**src/rtl/qcs_rst_seq_pkg.sv**
```systemverilog
// Shared types and sizing helpers for the reset-sequencer receive block.
package qcs_rst_seq_pkg;

    typedef enum logic [1:0] {
        ST_HOLD    = 2'd0,
        ST_RELEASE = 2'd1,
        ST_RUN     = 2'd2
    } seq_state_e;

    localparam int NUM_DOM_MIN   = 1;
    localparam int NUM_DOM_MAX   = 16;
    localparam int HOLD_CYC_MIN  = 1;
    localparam int STAGE_GAP_MIN = 1;

    // Wide enough to reach the longer of the two phase lengths without wrapping.
    function automatic int timer_w(input int hold_cyc, input int stage_gap);
        int longest;
        longest = (hold_cyc > stage_gap) ? hold_cyc : stage_gap;
        return $clog2(longest + 1);
    endfunction

    function automatic int idx_w(input int num_dom);
        return (num_dom <= 1) ? 1 : $clog2(num_dom);
    endfunction

    function automatic bit params_legal(input int num_dom, input int hold_cyc,
                                        input int stage_gap, input int cnt_w);
        return (num_dom >= NUM_DOM_MIN) && (num_dom <= NUM_DOM_MAX) &&
               (hold_cyc >= HOLD_CYC_MIN) && (stage_gap >= STAGE_GAP_MIN) &&
               (cnt_w >= 1);
    endfunction

endpackage

```
**src/rtl/qcs_rst_seq_timer.sv**
```systemverilog
// Clearable up-counter with terminal-count compare, shared by HOLD and RELEASE.
module qcs_rst_seq_timer #(
    parameter int W = 4
) (
    input  logic         clk,
    input  logic         rst_n,
    input  logic         clr,
    input  logic [W-1:0] term,
    output logic [W-1:0] count,
    output logic         tc
);

    logic [W-1:0] count_r;

    // Count up each edge; a clear takes precedence over counting.
    always_ff @(posedge clk) begin
        if (!rst_n) begin
            count_r <= {W{1'b0}};
        end else if (clr) begin
            count_r <= {W{1'b0}};
        end else begin
            count_r <= count_r + W'(1);
        end
    end

    assign count = count_r;
    assign tc    = (count_r == term);

endmodule

```
**src/rtl/qcs_rst_seq_rx.sv**
```systemverilog
// Receive end of the reset generator: sequenced domain release plus a
// software reset request/acknowledge that replays the whole sequence.
module qcs_rst_seq_rx
    import qcs_rst_seq_pkg::*;
#(
    parameter int NUM_DOM   = 4,
    parameter int HOLD_CYC  = 8,
    parameter int STAGE_GAP = 4,
    parameter int CNT_W     = 8
) (
    input  logic               clk,
    input  logic               rst_n,
    input  logic               sw_rst_req,
    output logic               sw_rst_ack,
    output logic [NUM_DOM-1:0] dom_rst_n,
    output logic               seq_done,
    output logic [CNT_W-1:0]   rst_cnt
);

    localparam int TW = timer_w(HOLD_CYC, STAGE_GAP);
    localparam int IW = idx_w(NUM_DOM);
    // The timer is compared before it increments, so terms are one short.
    localparam logic [TW-1:0] HOLD_TERM = TW'(HOLD_CYC - 1);
    localparam logic [TW-1:0] GAP_TERM  = TW'(STAGE_GAP - 1);
    localparam logic [IW-1:0] LAST_IDX  = IW'(NUM_DOM - 1);

    seq_state_e         state_r;
    logic [IW-1:0]      idx_r;
    logic               armed_r;
    logic               ack_r;
    logic               seq_done_r;
    logic [NUM_DOM-1:0] dom_r;
    logic [CNT_W-1:0]   rst_cnt_r;

    logic               tmr_clr_s;
    logic [TW-1:0]      tmr_term_s;
    logic [TW-1:0]      tmr_count_s;
    logic               tmr_tc_s;
    logic [IW-1:0]      idx_nxt_s;
    logic               idx_last_s;

    assign idx_nxt_s  = idx_r + IW'(1);
    assign idx_last_s = (idx_r == LAST_IDX);

    // Select the phase length and hold the timer at zero while running.
    always_comb begin
        tmr_clr_s  = 1'b0;
        tmr_term_s = HOLD_TERM;
        if (state_r == ST_HOLD) begin
            tmr_term_s = HOLD_TERM;
        end else begin
            tmr_term_s = GAP_TERM;
        end
        if (state_r == ST_RUN) begin
            tmr_clr_s = 1'b1;
        end else if (tmr_tc_s) begin
            tmr_clr_s = 1'b1;
        end else begin
            tmr_clr_s = 1'b0;
        end
    end

    qcs_rst_seq_timer #(.W(TW)) u_timer (
        .clk   (clk),
        .rst_n (rst_n),
        .clr   (tmr_clr_s),
        .term  (tmr_term_s),
        .count (tmr_count_s),
        .tc    (tmr_tc_s)
    );

    // Sequencer FSM with registered outputs and handshake bookkeeping.
    always_ff @(posedge clk) begin
        if (!rst_n) begin
            state_r    <= ST_HOLD;
            idx_r      <= {IW{1'b0}};
            armed_r    <= 1'b1;
            ack_r      <= 1'b0;
            seq_done_r <= 1'b0;
            dom_r      <= {NUM_DOM{1'b0}};
            rst_cnt_r  <= {CNT_W{1'b0}};
        end else begin
            ack_r <= 1'b0;
            if (!sw_rst_req) begin
                armed_r <= 1'b1;
            end
            case (state_r)
                ST_HOLD: begin
                    if (tmr_tc_s) begin
                        dom_r[0] <= 1'b1;
                        state_r  <= (NUM_DOM == 1) ? ST_RUN : ST_RELEASE;
                    end
                end
                ST_RELEASE: begin
                    if (idx_last_s) begin
                        state_r    <= ST_RUN;
                        seq_done_r <= 1'b1;
                    end else if (tmr_tc_s) begin
                        idx_r            <= idx_nxt_s;
                        dom_r[idx_nxt_s] <= 1'b1;
                    end
                end
                ST_RUN: begin
                    if (sw_rst_req && armed_r) begin
                        dom_r      <= {NUM_DOM{1'b0}};
                        seq_done_r <= 1'b0;
                        ack_r      <= 1'b1;
                        armed_r    <= 1'b0;
                        state_r    <= ST_HOLD;
                        idx_r      <= {IW{1'b0}};
                        if (rst_cnt_r != {CNT_W{1'b1}}) begin
                            rst_cnt_r <= rst_cnt_r + CNT_W'(1);
                        end
                    end else begin
                        seq_done_r <= 1'b1;
                    end
                end
                default: begin
                    state_r    <= ST_HOLD;
                    idx_r      <= {IW{1'b0}};
                    seq_done_r <= 1'b0;
                    dom_r      <= {NUM_DOM{1'b0}};
                end
            endcase
        end
    end

    assign sw_rst_ack = ack_r;
    assign dom_rst_n  = dom_r;
    assign seq_done   = seq_done_r;
    assign rst_cnt    = rst_cnt_r;

endmodule
```
**config.mk**
```make
export PLATFORM = sky130hd
export DESIGN_NAME = qcs_rst_seq_rx
export DESIGN_NICKNAME = d
export VERILOG_FILES = /design/src/rtl/qcs_rst_seq_pkg.sv /design/src/rtl/qcs_rst_seq_timer.sv /design/src/rtl/qcs_rst_seq_rx.sv
export SDC_FILE = /design/constraint.sdc
export NUM_CORES = 1
export LEC_CHECK = 0
export CORE_MARGIN = 8
export CORE_UTILIZATION = 38
export CTS_CLUSTER_SIZE = 16
export DETAILED_ROUTE_END_ITERATION = 8
export GPL_ROUTABILITY_DRIVEN = 1
export HOLD_SLACK_MARGIN = 0.08
export PLACE_DENSITY = 0.7
export SLEW_MARGIN = 20
export SYNTH_ARGS = -nofsm -noshare
export SYNTH_HDL_FRONTEND = slang
export SYNTH_HIERARCHICAL = 1
export SYNTH_SLANG_ARGS = --single-unit
export TNS_END_PERCENT = 1
```
**constraint.sdc**
```tcl
create_clock -name clk -period 2.28 [get_ports clk]
set_input_delay 0.684 -clock clk [delete_from_list [all_inputs] [get_ports clk]]
set_output_delay 0.684 -clock clk [all_outputs]
set_load 0.03 [all_outputs]
```
== Word-level counts from Yosys, hierarchy flattened ==
Cells that the tools add are included.

* Output and inout port bits: 14
* Bits of input ports: 3
* Bits in registers: 23

* Equal/unequal tests: 10
* $add $sub $neg: 3
* Order comparisons: 2
* Reductions and logical operators: 10
* Bitwise gates (word level): 3
* Muxes and demuxes: 25

{| class="wikitable"
|+ Operator list
! operator !! count
|-
| 2-to-1 mux 4 bit || 3
|-
| one-hot mux 2 bit (3 select lines) || 2
|-
| 2-to-1 mux 1 bit || 10
|-
| 2-to-1 mux 2 bit || 5
|-
| one-hot mux 3 bit (3 select lines) || 1
|-
| adder 8 x 1 -> 8 bit (second input constant) || 1
|-
| inequality test 2 bit (second input constant) || 4
|-
| inequality test 8 bit (second input constant) || 1
|-
| AND reduction 4 bit || 2
|-
| one-hot mux 1 bit (3 select lines) || 2
|-
| AND reduction 3 bit || 2
|-
| adder 4 x 1 -> 4 bit (second input constant) || 1
|-
| == test 2 bit (second input constant) || 2
|-
| == test 4 x 3 -> 1 bit || 1
|-
| OR 4 bit || 1
|-
| AND reduction 2 bit || 2
|-
| < comparator 2 x 3 -> 1 bit (second input constant) || 1
|-
| 2-to-1 mux 3 bit || 1
|-
| adder 2 x 1 -> 2 bit (second input constant) || 1
|-
| demux 1 bit (select 2 bit) || 1
|-
| == test 2 x 1 -> 1 bit (second input constant) || 1
|-
| >= comparator 2 x 1 -> 1 bit (second input constant) || 1
|-
| logical AND 1 bit || 2
|-
| zero test 2 bit || 1
|-
| 3 further kinds || 4
|}

== Depth between registers and ports, before layout ==
Gate-level depths: netlist of the first run.

* Word-level depth: 9
* Gate-level depth with buffers: 8
* Mapped depth without buffers: 8

== Modules after synthesis ==
Netlist of the first run, hierarchy kept.

{| class="wikitable"
|+ Modules (own cells, without submodules)
! module !! seq. area each (um2) !! times used !! cells an instance !! area an instance (um2)
|-
| qcs_rst_seq_rx || 380.4 || 1 || 107 || 1029.7
|-
| qcs_rst_seq_timer || 80.1 || 1 || 20 || 195.2
|}

== Worst setup path after synthesis of the first run ==
Ideal clock, no wire load.

* Path type: register to register
* Start point: register state_r[0]
* End point: register dom_r[1], in the netlist dom_rst_n[1]
* Cell stages (with the launch flop): 9
* Buffers on the path: 0
* Slack: 0.256 ns
* Arrival: 1.910 ns
* Library setup time: 0.114 ns
* Path through: dfxtp_1 -> inv_1 -> ha_1 -> xor2_1 -> nor4_1 -> nand2b_1 -> a211oi_4 -> a21o_1 -> nor2_1

* Cells in the longest elaborated chain, start to end: 5
* Elaborated cells between the ends (all ways): 11
* Classes of those cells: eq/ne: 6; mux: 2; bitwise: 1; reduce/logical: 2

{| class="wikitable"
|+ Ends and longest elaborated chain
! item !! line !! source
|-
| start, declared || qcs_rst_seq_rx.sv:27 || <nowiki>seq_state_e state_r;</nowiki>
|-
| start signal, assigned || qcs_rst_seq_rx.sv:91 || <nowiki>state_r <= (NUM_DOM == 1) ? ST_RUN : ST_RELEASE;</nowiki>
|-
| zero test 2 bit || qcs_rst_seq_rx.sv:49 || <nowiki>if (state_r == ST_HOLD) begin</nowiki>
|-
| 2-to-1 mux 3 bit || qcs_rst_seq_rx.sv:49 ||
|-
| via tmr_term_s[2] || qcs_rst_seq_rx.sv:36 || <nowiki>logic [TW-1:0] tmr_term_s;</nowiki>
|-
| == test 4 x 3 -> 1 bit || qcs_rst_seq_timer.sv:27 || <nowiki>assign tc = (count_r == term);</nowiki>
|-
| via tmr_tc_s || qcs_rst_seq_rx.sv:38 || <nowiki>logic tmr_tc_s;</nowiki>
|-
| inequality test 2 bit (no source line) || -- ||
|-
| AND reduction 4 bit (no source line) || -- ||
|-
| end signal, assigned || qcs_rst_seq_rx.sv:80 || <nowiki>dom_r <= {NUM_DOM{1'b0}};</nowiki>
|-
| end signal, assigned || qcs_rst_seq_rx.sv:105 || <nowiki>dom_r <= {NUM_DOM{1'b0}};</nowiki>
|-
| end signal, assigned || qcs_rst_seq_rx.sv:122 || <nowiki>dom_r <= {NUM_DOM{1'b0}};</nowiki>
|-
| end, declared || qcs_rst_seq_rx.sv:32 || <nowiki>logic [NUM_DOM-1:0] dom_r;</nowiki>
|}

The timed path passes the listed nets, and every way through them passes these cells.
A chain may end at the register's enable or synchronous reset.

== Worst setup path after layout of the first run ==
* Start point: register rst_cnt_r[0], in the netlist rst_cnt[0]
* End point: output port rst_cnt[0]

{| class="wikitable"
|+ RTL lines
! item !! line !! source
|-
| start, declared || qcs_rst_seq_rx.sv:33 || <nowiki>logic [CNT_W-1:0] rst_cnt_r;</nowiki>
|-
| start signal, assigned || qcs_rst_seq_rx.sv:81 || <nowiki>rst_cnt_r <= {CNT_W{1'b0}};</nowiki>
|-
| start signal, assigned || qcs_rst_seq_rx.sv:112 || <nowiki>rst_cnt_r <= rst_cnt_r + CNT_W'(1);</nowiki>
|-
| end, declared || qcs_rst_seq_rx.sv:17 || <nowiki>output logic [CNT_W-1:0] rst_cnt</nowiki>
|}

No word-level cell between the ends.

==> summary.md, run 1 <==
| Metric | Value |
|---|---|
| FFs w/ async S/R, synth | `0%` |
| Fin nets | `164` |
| TritonCTS Sinks | `23` |
| Final period utilization | `95.42%` |
| Crit path cell chain | `clkdlybuf4s50_1` |
| Total die area | `0.005296 sq mm` |
| Worst Setup Start Kind | `register` |
| Worst path depth | `1` |
| Worst vdd ir | `250.8 uV` |
| Post-synth top area cell | `dfxtp_1` |
| I/O pins | `17` |
| Initial antenna violation count | `0` |
| Tmin final | `2.176 ns` |
| FILL cells | `300` |
| Final hold viol count | `0` |
| Share of cells above drive strength 1 | `12.75%` |
| Core region area | `0.003053 sq mm` |
| Mean routed wirelength per cell | `12.42 um` |
| Final Max Slew Viols | `0` |
| WHS Path Cells | `2` |
| DR vias | `936` |
| CTS H-tree lvls | `1` |
| Outcome | `complete, no violations` |
| Synth warn | `6` |
| Setup Buffers After CTS | `0` |
| Post-synth EDFFs | `0` |
| Critical Path RT | `1.60 ns` |
| Pin count of the biggest net entering global routing | `14` |
| Longest Clk Path Bufs | `2` |
| Pre-antenna DRT Iters | `4` |
| Endpoints failing setup | `0` |
| Vias per cell | `4.850` |
| Global-route wire length before repair | `4.181 mm` |
| R2r setup slk | `0.27 ns` |
| Most instantiated cells after synthesis | `dfxtp_1 (23), ha_1 (11), nor2_1 (11)` |
| Drt drc | `0` |
| R2R Path Start | `state_r[1]$_SDFFE_PN0P_` |
| Path type of the worst setup path | `reg -> out` |
| Worst Skew | `0.007563 ns` |
| Worst-Skew Late Latency | `0.31 ns` |
| Cell with the most instances after synthesis | `dfxtp_1` |
| Reg2reg path depth | `8` |
| Root buf cell | `clkbuf_4` |
| RSZ-0062 raised after global routing | `false` |
| Crit path capture type | `output port` |
| CTS tree | `built` |
| Post-layout util | `49.06%` |
| Worst-path clk slew | `0.14 ns` |
| CP arrival | `1.49 ns` |
| Number of port buffers | `16` |
| Max frequency | `0.4597 GHz` |
| Post-Route WL | `2.397 mm` |
| Share of the synthesized area in the top cell type | `37.59%` |
| DIE HEIGHT | `72.78 um` |
| Avg Inst Size Synth | `9.645 sq um` |
| Die W | `72.78 um` |
| TritonCTS buffer count | `3` |
| Top Family by Delay on Critical Path | `buffers and inverters` |
| Setup slack at placement | `0.09904 ns` |
| Critical path peak fanout | `4` |
| Initial core utilization | `40.12%` |
| Worst setup margin | `0.1045 ns` |
| Max incr delay on CP | `0.72 ns` |
| Gpl congestion | `0.7984` |
| Remaining antenna violation count | `0` |
| Post-DP HPWL | `1.901 mm` |
| Pwr Density | `661.3 mW/mm^2` |
| Synth Register Bits | `23` |
| Core Rows | `20` |
| Vias in the first global route | `953` |
| Synth area leaders | `dfxtp_1 (38%), ha_1 (11%), xor2_1 (3.6%)` |
| Ys flop type | `dfxtp_1` |
| Area Overhead vs Synth | `22.27%` |
| Sequential share of the synthesized area | `37.59%` |
| Crit path buf inv count | `1` |
| GRT overflow | `0` |
| Gate Count Post-Synth | `127` |
| Unique masters post-synth | `40` |
| Leakage | `0.6237 nW` |
| Fin Setup TNS | `0 ns` |
| Hold Crit Class | `reg -> reg` |
| # diodes | `0` |
| Worst path slowest cell | `clkdlybuf4s50_1` |
| GRT Total Usage | `9.904%` |
| Max Cap Viol | `0` |
| Critical path origin | `rst_cnt[0]$_SDFFE_PN0P_` |
| Cell area after synthesis | `0.001225 sq mm` |
| Initial DRC count | `46` |
| Hold_sp | `dom_rst_n[3]$_SDFFE_PN0P_` |
==> cell families (layout without fill, tap and decap cells) <==
family          Yosys count  after routing  share of synthesized area, %
xor+xnor                  7              7                         5.005
buf+inv                  11             32                         3.371
simple gates             42             42                         19.82
compound gates           29             29                         20.74
other cells               2              3                        0.6131
fa+ha+maj                11             11                         11.24
flops                    23             23                         37.59
mux                       2              2                         1.634
==> layout make-up <==
class                   count  area, sq um  area share, %
clock buffers               3        22.52          1.504
clock inverters             1        5.005         0.3342
inverters                   9        33.78          2.256
multi-input cells          94        733.2          48.96
flip-flops and latches     23        460.4          30.74
well taps                  44        55.05          3.676
repair buffers             19        187.7          12.53
==> state kept, by name, summed over array words and instances, names as in the netlist <==
signal,flops
state_r,2
dom_rst_n,4
seq_done,1
sw_rst_ack,1
rst_cnt,8
idx_r,2
u_timer/count,4
armed_r,1
==> path summary, 6_finish.rpt <==
kind,end
setup / recovery,rst_cnt[0]
setup reg to reg,dom_rst_n[1]$_SDFFE_PN0P_
hold reg to reg,dom_rst_n[3]$_SDFFE_PN0P_
hold / removal,dom_rst_n[3]$_SDFFE_PN0P_
==> cells in the final DEF (no fill, tap or decap), types with 2 or more instances in the layout <==
cell	instances
ha_1	11
a21oi_1	4
mux2i_1	2
nor2b_1	3
xnor2_1	2
nand3_1	6
a21o_1	3
conb_1	3
nand2_1	5
clkbuf_4	3
dlymetal6s2s_1	2
nand4_1	3
a211oi_1	3
o311a_1	2
clkdlybuf4s50_1	14
buf_4	3
nor2_1	11
xor2_1	5
inv_1	9
o31ai_1	4
dfxtp_1	23
o21ai_0	3
nor3_1	2
nand2b_1	3
==> routing by layer <==
layer | global-route usage [%] | vias up | part of all wire, %
met5 | 0 | - | 0
met4 | 6.889 | 0 | 1.8
met3 | 1.236 | 2 | 1.8
met2 | 17.00 | 8 | 52
met1 | 11.04 | 435 | 44
li1 | - | 491 | -
==> repair_timing <==
| action | in CTS | in global routing |
|---|---|---|
| setup endpoints to repair | 0 | 7 |
| gates resized for setup | 0 | 3 |
| hold buffers | 0 | 0 |
| endpoints found under the hold margin | 0 | 0 |
==> where the power goes <==
group,leakage (nW),total [mW],switching [mW],internal [mW]
Sequential,0.186,0.464,0.0279,0.436
Clock,0.0177,0.195,0.129,0.0656
Combinational,0.420,0.332,0.189,0.142
==> through the flow <==
step / hold slack, ns / cell area (sq um) / instances / power [mW]
floorplan: 0.4398 / 1229 / 128 / 0.7008
detailed placement: 0.4712 / 1459 / 189 / 0.8066
CTS: 0.5009 / 1486 / 193 / 1.001
global placement: 0.4547 / 1459 / 189 / 0.7926
global route: 0.5086 / 1498 / 193 / 1.059
finish: 0.4937 / 1498 / 193 / 0.9904
No activity file was read; power rests on OpenSTA's default activity.
==> inputs of run 2 (changes only) <==
- CTS_BUF_LIST: default -> sky130_fd_sc_hd__clkbuf_8
- CTS_CLUSTER_DIAMETER: default -> 40
- SYNTH_HIERARCHICAL: 1 -> default
==> run 2 against run 1 <==
  * Critical endpoint is now rst_cnt[2]
  * Critical path type unchanged
  * Critical path depth unchanged
  * Largest cell class unchanged
  * Largest power group unchanged
  * Non-clock buffer count increased by 1
  * Highest routed layer unchanged
  * Via count increased by 16%
  * Maximum frequency about the same
  * Die area increased by 0.80%
  * Design area decreased by 0.25%
==> summary.md, run 2 <==
| Metric | Value |
|---|---|
| Outcome | `complete, no violations (unchanged)` |
| Crit path buf inv count | `1 (unchanged)` |
| CTS H-tree lvls | `1 (unchanged)` |
| Post-layout util | `48.54% (was 49.06%)` |
| Multi-input gate area | `698.2 sq um (was 733.2 sq um)` |
| Max Cap Viol | `0 (unchanged)` |
| Detailed-routed wire length on met3 | `192 um (was 43 um)` |
| Synth warn | `0 (was 6)` |
| Placed cell area | `0.001449 sq mm (was 0.001459 sq mm)` |
| Initial core utilization | `40.20% (was 40.12%)` |
| Setup Buffers After CTS | `0 (unchanged)` |
| Ys flop type | `dfxtp_1 (unchanged)` |
| Max reg flops | `8 (unchanged)` |
| Most instantiated cells after synthesis | `dfxtp_1 (23), inv_1 (12), ha_1 (10) (was dfxtp_1 (23), ha_1 (11), nor2_1 (11))` |
| Vias per cell | `5.551 (was 4.850)` |
| Worst vdd ir | `454.5 uV (was 250.8 uV)` |
| Global-route wire length before repair | `4.588 mm (was 4.181 mm)` |
| Setup slack at placement | `0.03661 ns (was 0.09904 ns)` |
| Endpoints failing setup | `0 (unchanged)` |
| Pin count of the biggest net entering global routing | `19 (was 14)` |
| Total die area | `0.005338 sq mm (was 0.005296 sq mm)` |
| Share of the synthesized area in the top cell type | `37.21% (was 37.59%)` |
| Cell with the most instances after synthesis | `dfxtp_1 (unchanged)` |
| Final Max Slew Viols | `0 (unchanged)` |
| Slew HR | `58.25%` |
| Wl on met1 | `1.242 mm (was 1.063 mm)` |
| Layout Cells excl Fill | `196 (was 193)` |
| FFs w/ async S/R, synth | `0% (unchanged)` |
| FF/Latch Area | `460.4 sq um (unchanged)` |
| TritonCTS buffer count | `3 (unchanged)` |
| Initial DRC count | `59 (was 46)` |
| Worst Skew | `0.006897 ns (was 0.007563 ns)` |
| RSZ-0062 raised after global routing | `false (unchanged)` |
| Hold Crit Class | `reg -> reg (unchanged)` |
| Share of cells above drive strength 1 | `4.605% (was 12.75%)` |
| Post-DP HPWL | `1.983 mm (was 1.901 mm)` |
| Synth area leaders | `dfxtp_1 (37%), ha_1 (10%), inv_1 (3.6%) (was dfxtp_1 (38%), ha_1 (11%), xor2_1 (3.6%))` |
| Max incr delay on CP | `0.74 ns (was 0.72 ns)` |
| Root buf cell | `clkbuf_8 (was clkbuf_4)` |
| Fin Setup TNS | `0 ns (unchanged)` |
| Vias in the first global route | `995 (was 953)` |
| Synth Register Bits | `23 (unchanged)` |
| Gpl congestion | `0.8643 (was 0.7984)` |
| Longest Clk Path Bufs | `2 (unchanged)` |
| DR top layer | `met4 (unchanged)` |
| Pwr Density | `535.6 mW/mm^2 (was 661.3 mW/mm^2)` |
| CP arrival | `1.49 ns (about the same)` |
| DR vias | `1088 (was 936)` |
| Commonest non-fill, non-tap cell in the layout | `dfxtp_1 (unchanged)` |
| Commonest non-fill, non-tap cells in the layout | `dfxtp_1 (23), clkdlybuf4s50_1 (16), inv_1 (13) (was dfxtp_1 (23), clkdlybuf4s50_1 (14), nor2_1 (11), ha_1 (11), inv_1 (9))` |
| Worst path slowest cell | `clkdlybuf4s50_1 (unchanged)` |
| GRT overflow | `0 (unchanged)` |
| Die W | `73.07 um (was 72.78 um)` |
| DR WL met2 | `1.259 mm (was 1.248 mm)` |
| Post-synth top area cell | `dfxtp_1 (unchanged)` |
| Post-Route WL | `2.738 mm (was 2.397 mm)` |
| Path type of the worst setup path | `reg -> out (unchanged)` |
| Worst-Skew Late Latency | `0.27 ns (was 0.31 ns)` |
| Sequential share of the synthesized area | `37.21% (was 37.59%)` |
| Fin nets | `166 (was 164)` |
| Hold Buf Count CTS | `0 (unchanged)` |
| I/O pins | `17 (unchanged)` |
| Crit path cell chain | `clkdlybuf4s50_1 (unchanged)` |
| Drt drc | `0 (unchanged)` |
| Area Overhead vs Synth | `20.73% (was 22.27%)` |
| Critical Path RT | `1.60 ns (about the same)` |
| CTS resizes | `0 (unchanged)` |
| Avg Inst Size Synth | `9.166 sq um (was 9.645 sq um)` |
| Max frequency | `0.4599 GHz (was 0.4597 GHz)` |
| Unique masters post-synth | `42 (was 40)` |
| Final hold viol count | `0 (unchanged)` |
| GRT Total Usage | `10.81% (was 9.904%)` |
| Tmin final | `2.174 ns (was 2.176 ns)` |
| Worst-margin pin slew | `0.6249 ns` |
| Number of port buffers | `16 (unchanged)` |
| Final period utilization | `95.36% (was 95.42%)` |
| Worst-path clk slew | `0.08 ns (was 0.14 ns)` |
| Worst Setup Start Kind | `register (unchanged)` |
| Remaining antenna violation count | `0 (unchanged)` |
| Cell area after layout | `0.001494 sq mm (was 0.001498 sq mm)` |
| DIE HEIGHT | `73.07 um (was 72.78 um)` |
| Cell area after synthesis | `0.001237 sq mm (was 0.001225 sq mm)` |
| # diodes | `0 (unchanged)` |
| Pre-antenna DRT Iters | `4 (unchanged)` |
| Post-synth EDFFs | `0 (unchanged)` |
| Initial antenna violation count | `0 (unchanged)` |
| Post-synth net total | `148` |
| Core region area | `0.003078 sq mm (was 0.003053 sq mm)` |
| Core Rows | `20 (unchanged)` |
| Crit path capture type | `output port (unchanged)` |
| Worst setup margin | `0.1058 ns (was 0.1045 ns)` |
| Leakage | `0.5482 nW (was 0.6237 nW)` |
| TritonCTS Sinks | `23 (unchanged)` |
| Gate Count Post-Synth | `135 (was 127)` |
| Post-Place Cells | `192 (was 189)` |
| Critical path peak fanout | `9 (was 4)` |
| Mean routed wirelength per cell | `13.97 um (was 12.42 um)` |
| FILL cells | `305 (was 300)` |
| CTS tree | `built (unchanged)` |
| Top Family by Delay on Critical Path | `buffers and inverters (unchanged)` |
-- run 2: cell types whose count changed after synthesis, moves of 3 or more --
cell	previous run	this run
clkbuf_1	2	6
nor2_1	11	7
o2bb2ai_1	0	4
a211o_1	0	3
a21o_1	3	0
a41oi_1	0	3
inv_1	9	12
o211ai_1	1	4
o311ai_0	0	3
o31ai_1	4	1
xor2_1	5	2
-- run 2: cell families after synthesis --
kind of cell | after synthesis | synth area share [%]
buffers and inverters | 19 | 6.370
DFF | 23 | 37.21
adders and majority gates | 10 | 10.11
muxes | 2 | 1.618
AOI/OAI and AO/OA | 39 | 24.88
and+or+nand+nor | 39 | 17.69
xor gates and xnor gates | 3 | 2.124
-- run 2: routing by layer --
metal  track usage [%]  vias to the layer above
met4             6.000                        0
li1                  -                      545
met5                 0                        -
met3             3.984                        4
met1             12.38                      509
met2             16.88                       30
-- run 2: final cells by class --
| type | instances | area share (%) |
|---|---|---|
| repair buffers | 20 | 12.73 |
| multi-input cells | 93 | 46.73 |
| clock buffers | 3 | 2.764 |
| clock inverters | 1 | 0.2513 |
| flip-flops and latches | 23 | 30.82 |
| well taps | 44 | 3.685 |
| inverters | 12 | 3.015 |
-- run 2: final timing paths --
check                           depth (start not counted)                         from                     endpoint  slack [ns]
worst min-delay path                                    1  u_timer.count[0]$_SDFF_PP0_  u_timer.count[0]$_SDFF_PP0_        0.45
worst min register to register                          1  u_timer.count[0]$_SDFF_PP0_  u_timer.count[0]$_SDFF_PP0_        0.45
worst max-delay path                                    1      rst_cnt[2]$_SDFFE_PN0P_                   rst_cnt[2]        0.11
worst max register to register                          5      state_r[0]$_SDFFE_PN0P_        seq_done$_SDFFE_PN0P_        0.46
-- run 2: per-stage QoR --
stage	total power, mW	hold WS, ns
finish	0.8002	0.4479
global route	0.8383	0.4839
CTS	0.8122	0.4556
detailed placement	0.5570	0.4435
global placement	0.5551	0.4281
floorplan	0.5233	0.4175
-- run 2: where the power goes --
group          leakage (nW)  internal (mW)  switching (mW)
combinational         0.335         0.0495          0.0753
sequential            0.186          0.415         0.00901
clock                0.0269          0.120           0.131
total                 0.548          0.585           0.215
